===== config.mk =====
export PLATFORM = sky130hd
export DESIGN_NAME = interrupt_gate_fetch
export DESIGN_NICKNAME = d
export VERILOG_FILES = /design/src/rtl/idt_pkg.sv /design/src/rtl/idt_gate_decoder.sv /design/src/rtl/interrupt_gate_fetch.sv
export SDC_FILE = /design/constraint.sdc
export NUM_CORES = 1
export LEC_CHECK = 0
export CORE_UTILIZATION = 46
export CTS_BUF_LIST = sky130_fd_sc_hd__clkbuf_16
export CTS_CLUSTER_DIAMETER = 100
export CTS_CLUSTER_SIZE = 28
export DETAILED_ROUTE_END_ITERATION = 6
export GPL_TIMING_DRIVEN = 1
export PLACE_DENSITY = 0.82
export SYNTH_ARGS = -nofsm -noshare
export SYNTH_HDL_FRONTEND = slang
export SYNTH_SLANG_ARGS = --single-unit
export TNS_END_PERCENT = 1

===== constraint.sdc =====
create_clock -name clock -period 3 [get_ports clock]
set_clock_uncertainty 0.05 [all_clocks]
set_input_delay 0.6 -clock clock [delete_from_list [all_inputs] [get_ports clock]]
set_output_delay 0.6 -clock clock [all_outputs]
set_load 0.1 [all_outputs]

===== src/rtl/idt_pkg.sv =====
// Shared state encoding, gate-type and fault constants for the IDT gate fetch path.
// Pure declarations: no latency, no flow control.
package idt_pkg;

   typedef enum logic [2:0] {
      ST_IDLE,
      ST_LOW_ADDR,
      ST_LOW_DATA,
      ST_HIGH_ADDR,
      ST_HIGH_DATA,
      ST_RESPOND
   } state_t;

   localparam logic [3:0] GATE_TASK   = 4'h5;
   localparam logic [3:0] GATE_INT16  = 4'h6;
   localparam logic [3:0] GATE_TRAP16 = 4'h7;
   localparam logic [3:0] GATE_INT32  = 4'hE;
   localparam logic [3:0] GATE_TRAP32 = 4'hF;

   localparam logic [7:0] FAULT_GP = 8'd13;
   localparam logic [7:0] FAULT_NP = 8'd11;

   localparam int ERR_EXT_BIT = 0;
   localparam int ERR_IDT_BIT = 1;

   function automatic logic gate_type_known(input logic [3:0] gate_type);
      return gate_type inside {GATE_TASK, GATE_INT16, GATE_TRAP16, GATE_INT32, GATE_TRAP32};
   endfunction

   // Selector-format error code pointing at the IDT entry: TI=0, IDT=1, EXT from the event.
   function automatic logic [15:0] idt_error_code(input logic [7:0] vector, input logic external);
      logic [15:0] code;
      code = {5'b0, vector, 3'b000};
      code[ERR_IDT_BIT] = 1'b1;
      code[ERR_EXT_BIT] = external;
      return code;
   endfunction

endpackage


===== src/rtl/idt_gate_decoder.sv =====
// Combinational split of an 8-byte IDT gate into fields; zero latency, no flow control.
// With IDT_GATE_CHECK_EN defined it also flags bad type/S (#GP) and not-present (#NP).
module idt_gate_decoder (
   input  logic [31:0] low_dword,
   input  logic [31:0] high_dword,
   output logic [15:0] selector,
   output logic [31:0] offset,
   output logic [3:0]  gate_type,
   output logic [1:0]  dpl,
   output logic        present,
   output logic        fault,
   output logic [7:0]  fault_vector
);
   import idt_pkg::*;

   assign selector  = low_dword[31:16];
   assign offset    = {high_dword[31:16], low_dword[15:0]};
   assign present   = high_dword[15];
   assign dpl       = high_dword[14:13];
   assign gate_type = high_dword[11:8];

`ifdef IDT_GATE_CHECK_EN
   // A malformed descriptor outranks a missing one.
   always_comb begin
      fault        = 1'b0;
      fault_vector = '0;
      if (high_dword[12] || !gate_type_known(gate_type)) begin
         fault        = 1'b1;
         fault_vector = FAULT_GP;
      end else if (!present) begin
         fault        = 1'b1;
         fault_vector = FAULT_NP;
      end
   end

   logic unused_bits;
   assign unused_bits = ^high_dword[7:0];
`else
   assign fault        = 1'b0;
   assign fault_vector = '0;

   logic unused_bits;
   assign unused_bits = ^{high_dword[12], high_dword[7:0]};
`endif

endmodule


===== src/rtl/interrupt_gate_fetch.sv =====
// IDT gate fetch: limit check, two dword reads, decoded gate or fault; 1 cycle on limit fault,
// 5+ cycles otherwise; stalls on memory ready/valid, holds the result until gate_ready. Macro: IDT_GATE_CHECK_EN.
module interrupt_gate_fetch (
   input  logic        clock,
   input  logic        reset,
   input  logic [15:0] IDTR_limit,
   input  logic [31:0] IDTR_base,
   input  logic        request_valid,
   output logic        request_ready,
   input  logic [7:0]  request_vector,
   input  logic        request_external,
   output logic        memory_read_request,
   output logic [31:0] memory_read_address,
   input  logic        memory_read_ready,
   input  logic        memory_read_valid,
   input  logic [31:0] memory_read_data,
   output logic        gate_valid,
   input  logic        gate_ready,
   output logic        gate_fault,
   output logic [7:0]  gate_fault_vector,
   output logic [15:0] gate_error_code,
   output logic [15:0] gate_selector,
   output logic [31:0] gate_offset,
   output logic [3:0]  gate_type,
   output logic [1:0]  gate_dpl,
   output logic        gate_present
);
   import idt_pkg::*;

   state_t      state, state_next;
   logic [31:0] address;
   logic [31:0] low_dword, high_dword;
   logic [7:0]  vector;
   logic        external;
   logic        limit_fault;
   logic        accept, limit_exceeded;

   logic [15:0] dec_selector;
   logic [31:0] dec_offset;
   logic [3:0]  dec_type;
   logic [1:0]  dec_dpl;
   logic        dec_present, dec_fault;
   logic [7:0]  dec_fault_vector;

   assign accept         = (state == ST_IDLE) && request_valid;
   assign limit_exceeded = {5'b0, request_vector, 3'b111} > IDTR_limit;

   always_comb begin
      state_next = state;
      case (state)
         ST_IDLE:      if (request_valid)     state_next = limit_exceeded ? ST_RESPOND : ST_LOW_ADDR;
         ST_LOW_ADDR:  if (memory_read_ready) state_next = ST_LOW_DATA;
         ST_LOW_DATA:  if (memory_read_valid) state_next = ST_HIGH_ADDR;
         ST_HIGH_ADDR: if (memory_read_ready) state_next = ST_HIGH_DATA;
         ST_HIGH_DATA: if (memory_read_valid) state_next = ST_RESPOND;
         ST_RESPOND:   if (gate_ready)        state_next = ST_IDLE;
         default:                             state_next = ST_IDLE;
      endcase
   end

   // The IDTR is only consulted at accept: base is folded into the address register
   // and the limit verdict is captured, so later IDTR writes cannot disturb a fetch.
   always_ff @(posedge clock) begin
      if (reset) begin
         state       <= ST_IDLE;
         address     <= '0;
         low_dword   <= '0;
         high_dword  <= '0;
         vector      <= '0;
         external    <= 1'b0;
         limit_fault <= 1'b0;
      end else begin
         state <= state_next;
         if (accept) begin
            vector      <= request_vector;
            external    <= request_external;
            limit_fault <= limit_exceeded;
            address     <= IDTR_base + {21'b0, request_vector, 3'b000};
         end
         if (state == ST_LOW_DATA && memory_read_valid) begin
            low_dword <= memory_read_data;
            address   <= address + 32'd4;
         end
         if (state == ST_HIGH_DATA && memory_read_valid)
            high_dword <= memory_read_data;
      end
   end

   idt_gate_decoder u_decoder (
      .low_dword    (low_dword),
      .high_dword   (high_dword),
      .selector     (dec_selector),
      .offset       (dec_offset),
      .gate_type    (dec_type),
      .dpl          (dec_dpl),
      .present      (dec_present),
      .fault        (dec_fault),
      .fault_vector (dec_fault_vector)
   );

   assign request_ready       = (state == ST_IDLE) && !reset;
   assign memory_read_request = (state == ST_LOW_ADDR) || (state == ST_HIGH_ADDR);
   assign memory_read_address = memory_read_request ? address : '0;
   assign gate_valid          = (state == ST_RESPOND);

   // Result fields come only from registers, so they are stable for the whole RESPOND stay.
   always_comb begin
      gate_fault        = 1'b0;
      gate_fault_vector = '0;
      gate_error_code   = '0;
      gate_selector     = '0;
      gate_offset       = '0;
      gate_type         = '0;
      gate_dpl          = '0;
      gate_present      = 1'b0;
      if (gate_valid) begin
         gate_error_code = idt_error_code(vector, external);
         if (limit_fault) begin
            gate_fault        = 1'b1;
            gate_fault_vector = FAULT_GP;
         end else begin
            gate_fault        = dec_fault;
            gate_fault_vector = dec_fault_vector;
            gate_selector     = dec_selector;
            gate_offset       = dec_offset;
            gate_type         = dec_type;
            gate_dpl          = dec_dpl;
            gate_present      = dec_present;
         end
      end
   end

endmodule


==> results.toml <==
[clock_network]
cts_tree = "done"
post_cts_resized = 0
worst_skew_pair.late_latency_ns = 0.34
holdBufCountCts = 0
cts_buffers = 9
clk_pin_slew_worst_paths_ns = 0.07
ctsRootBufferMaster = "clkbuf_16"
cts.path.max_buffers = 2
cts_sinks = 100
h-tree-depth = 3
postCtsSetupRepairBufs = 0

[worst_hold_path]
min_path_type = "flop to flop"
min_delay_path_depth = 2

[layout]
n_antenna_cell = 0
layout_commonest_cell = "nand2_1"
stdcell_area_um2 = 9330
register_area_um2 = 2000
finalCoreUtilization_pct = 76.4
area_growth_pct = 59.2
multi_input_area_um2 = 3550
nNetsFinal = 1085
layout_common_cells = "nand2_1, buf_12, dfxtp_1"
fillers = 860
layout-drive-gt1-share_pct = 16.4

[flow_run]
cap_violations = 0

[logic_synthesis]
ys_ff_latch = 100
synth.distinct_cells = 58
synth-edff-count = 0
syn_area_per_cell_um2 = 7.41
syn_inst = 791
netlist_area_um2 = 5860
synth-async-reset-ratio_pct = 0
synthFlopType = "dfxtp_1"
yosysWarnings = 0
yosysSeqAreaShare_pct = 34.2

[route]
wl_um = 18000
first_pass_iters = 5
drc = 0
vias = 6320
initialDrtViolationCount = 408
wl_per_cell_um = 15.7
viasPerCell = 5.52
ant_nets = 0

[timing]
setup_viol = 0
period_share_pct = 95.0
finalCriticalPeriod_ns = 2.85
finalSetupTns_ns = 0
grt_setup_unrepaired = "no"
tightest_slew_ns = 0.646
max_freq_ghz = 0.351
hold_violations = 0
hold_slack_ns = 0.400
relSlewSlack_pct = 56.9
slew_violations = 0

[floorplanning]
die_w_um = 115
core_um2 = 12200
start_util_pct = 48.0
die_h_um = 115
io_pins = 210
rows = 40
die_area_um2 = 13200

[power_and_ir_drop]
p_total_w = 0.00357
ir_drop_v = 0.000231
p_leak_nw = 3.52
pwr_density_cell_nw_per_um2 = 383

[critical_path]
worst-r2r-cell-count = 6
end_kind = "flop"
crit_path_max_fanout = 9
critPathKind = "input pin to flop"
arrival_ns = 3.06
start_kind = "input pin"
worstPathRequired_ns = 3.21

[placed_design]
place_area_um2 = 9040
routabilityCongestion = 0.875
hpwl_um = 13400
port-buffer-count = 198

[global_routing]
antenna_found_initial = 0
grt_pass1_vias = 5784
grt_use_total_pct = 26.9
grt_max_degree = 61
grt_pass1_wl_um = 28400
overflow = 0

[status]
status = "complete, no violations"
==> stage by stage <==
| step | std cells | worst slack (ns) |
|---|---|---|
| after floorplan | 801 | -0.260 |
| after global placement | 1129 | -0.114 |
| after detailed placement | 1129 | -0.206 |
| after CTS | 1144 | 0.163 |
| after global routing | 1144 | 0.0300 |
| final | 1144 | 0.149 |
==> cells in the mapped netlist, types with 5 or more instances <==
cell type  number  area, um^2
o21ai_0        22         110
a21o_1          6        45.0
or4_1           5        37.5
buf_4          15         113
and4_1          6        52.6
nand3_1        27         135
ha_1           17         213
and3_1         10        62.6
nor4_1          5        31.3
nand2_1       158         593
xor2_1         19         166
o22ai_1         7        43.8
xnor2_1         6        52.6
a21oi_1        98         490
nor2_1         32         120
a31oi_1         9        56.3
a211oi_1        9        67.6
clkbuf_1       49         184
nand4_1        18         113
dfxtp_1       100        2000
and2_1         98         613
inv_1          12        45.0
==> sequential cells by signal (all words and copies together), names as in the netlist <==
name,count
high_dword,23
limit_fault,1
external,1
low_dword,32
vector,8
address,32
state,3
==> path summary, 6_finish.rpt <==
kind | end | start | slack (ns)
worst max-delay path | address[21] | request_vector[0] | 0.15
worst min-delay path | address[1] | address[1] | 0.40
worst max register to register | address[27] | state[1] | 0.44
worst min register to register | address[1] | address[1] | 0.40
==> layer usage <==
metal	wire length (um)	part of all wire (%)	vias up	global-route usage, %
met5	0	0	-	0
met4	423	2.4	0	10.3
met3	1320	7.3	34	5.17
met2	8770	49	266	45.8
met1	7440	41	2947	33.7
li1	-	-	3073	-
==> where the power goes <==
group	internal, W	switching (W)
Combinational	0.000388	0.000584
Clock	0.000576	0.000542
Sequential	0.00140	0.0000820
==> logic make-up (layout without fill, tap and decap cells) <==
logic type,after synthesis,after routing,synth area share [%]
fa+ha+maj,18,18,3.97
flops,100,100,34.2
simple gates,382,382,33.0
xor+xnor,25,25,3.74
buf+inv,80,255,6.15
mux,2,2,0.363
compound gates,183,183,18.5
other cells,1,11,0.0640
==> worst max-delay path, stage by stage <==
cell and delay, ns:
clkdlybuf4s50_1 0.44, ha_1 0.22, fa_1 0.40, a211oi_1 0.21
o21ai_0 0.21, o211a_1 0.40, and3_1 0.24, o21a_1 0.17
a211oi_1 0.17
==> final cells by class <==
type | count | area share, %
Clock inverter | 6 | 0.644
Timing Repair Buffer | 228 | 34.7
Clock buffer | 9 | 2.41
Inverter | 12 | 0.483
Sequential cell | 100 | 21.5
Multi-Input combinational cell | 621 | 38.1
Tap cell | 168 | 2.25
Note: power is estimated with default switching activity, not from simulation.
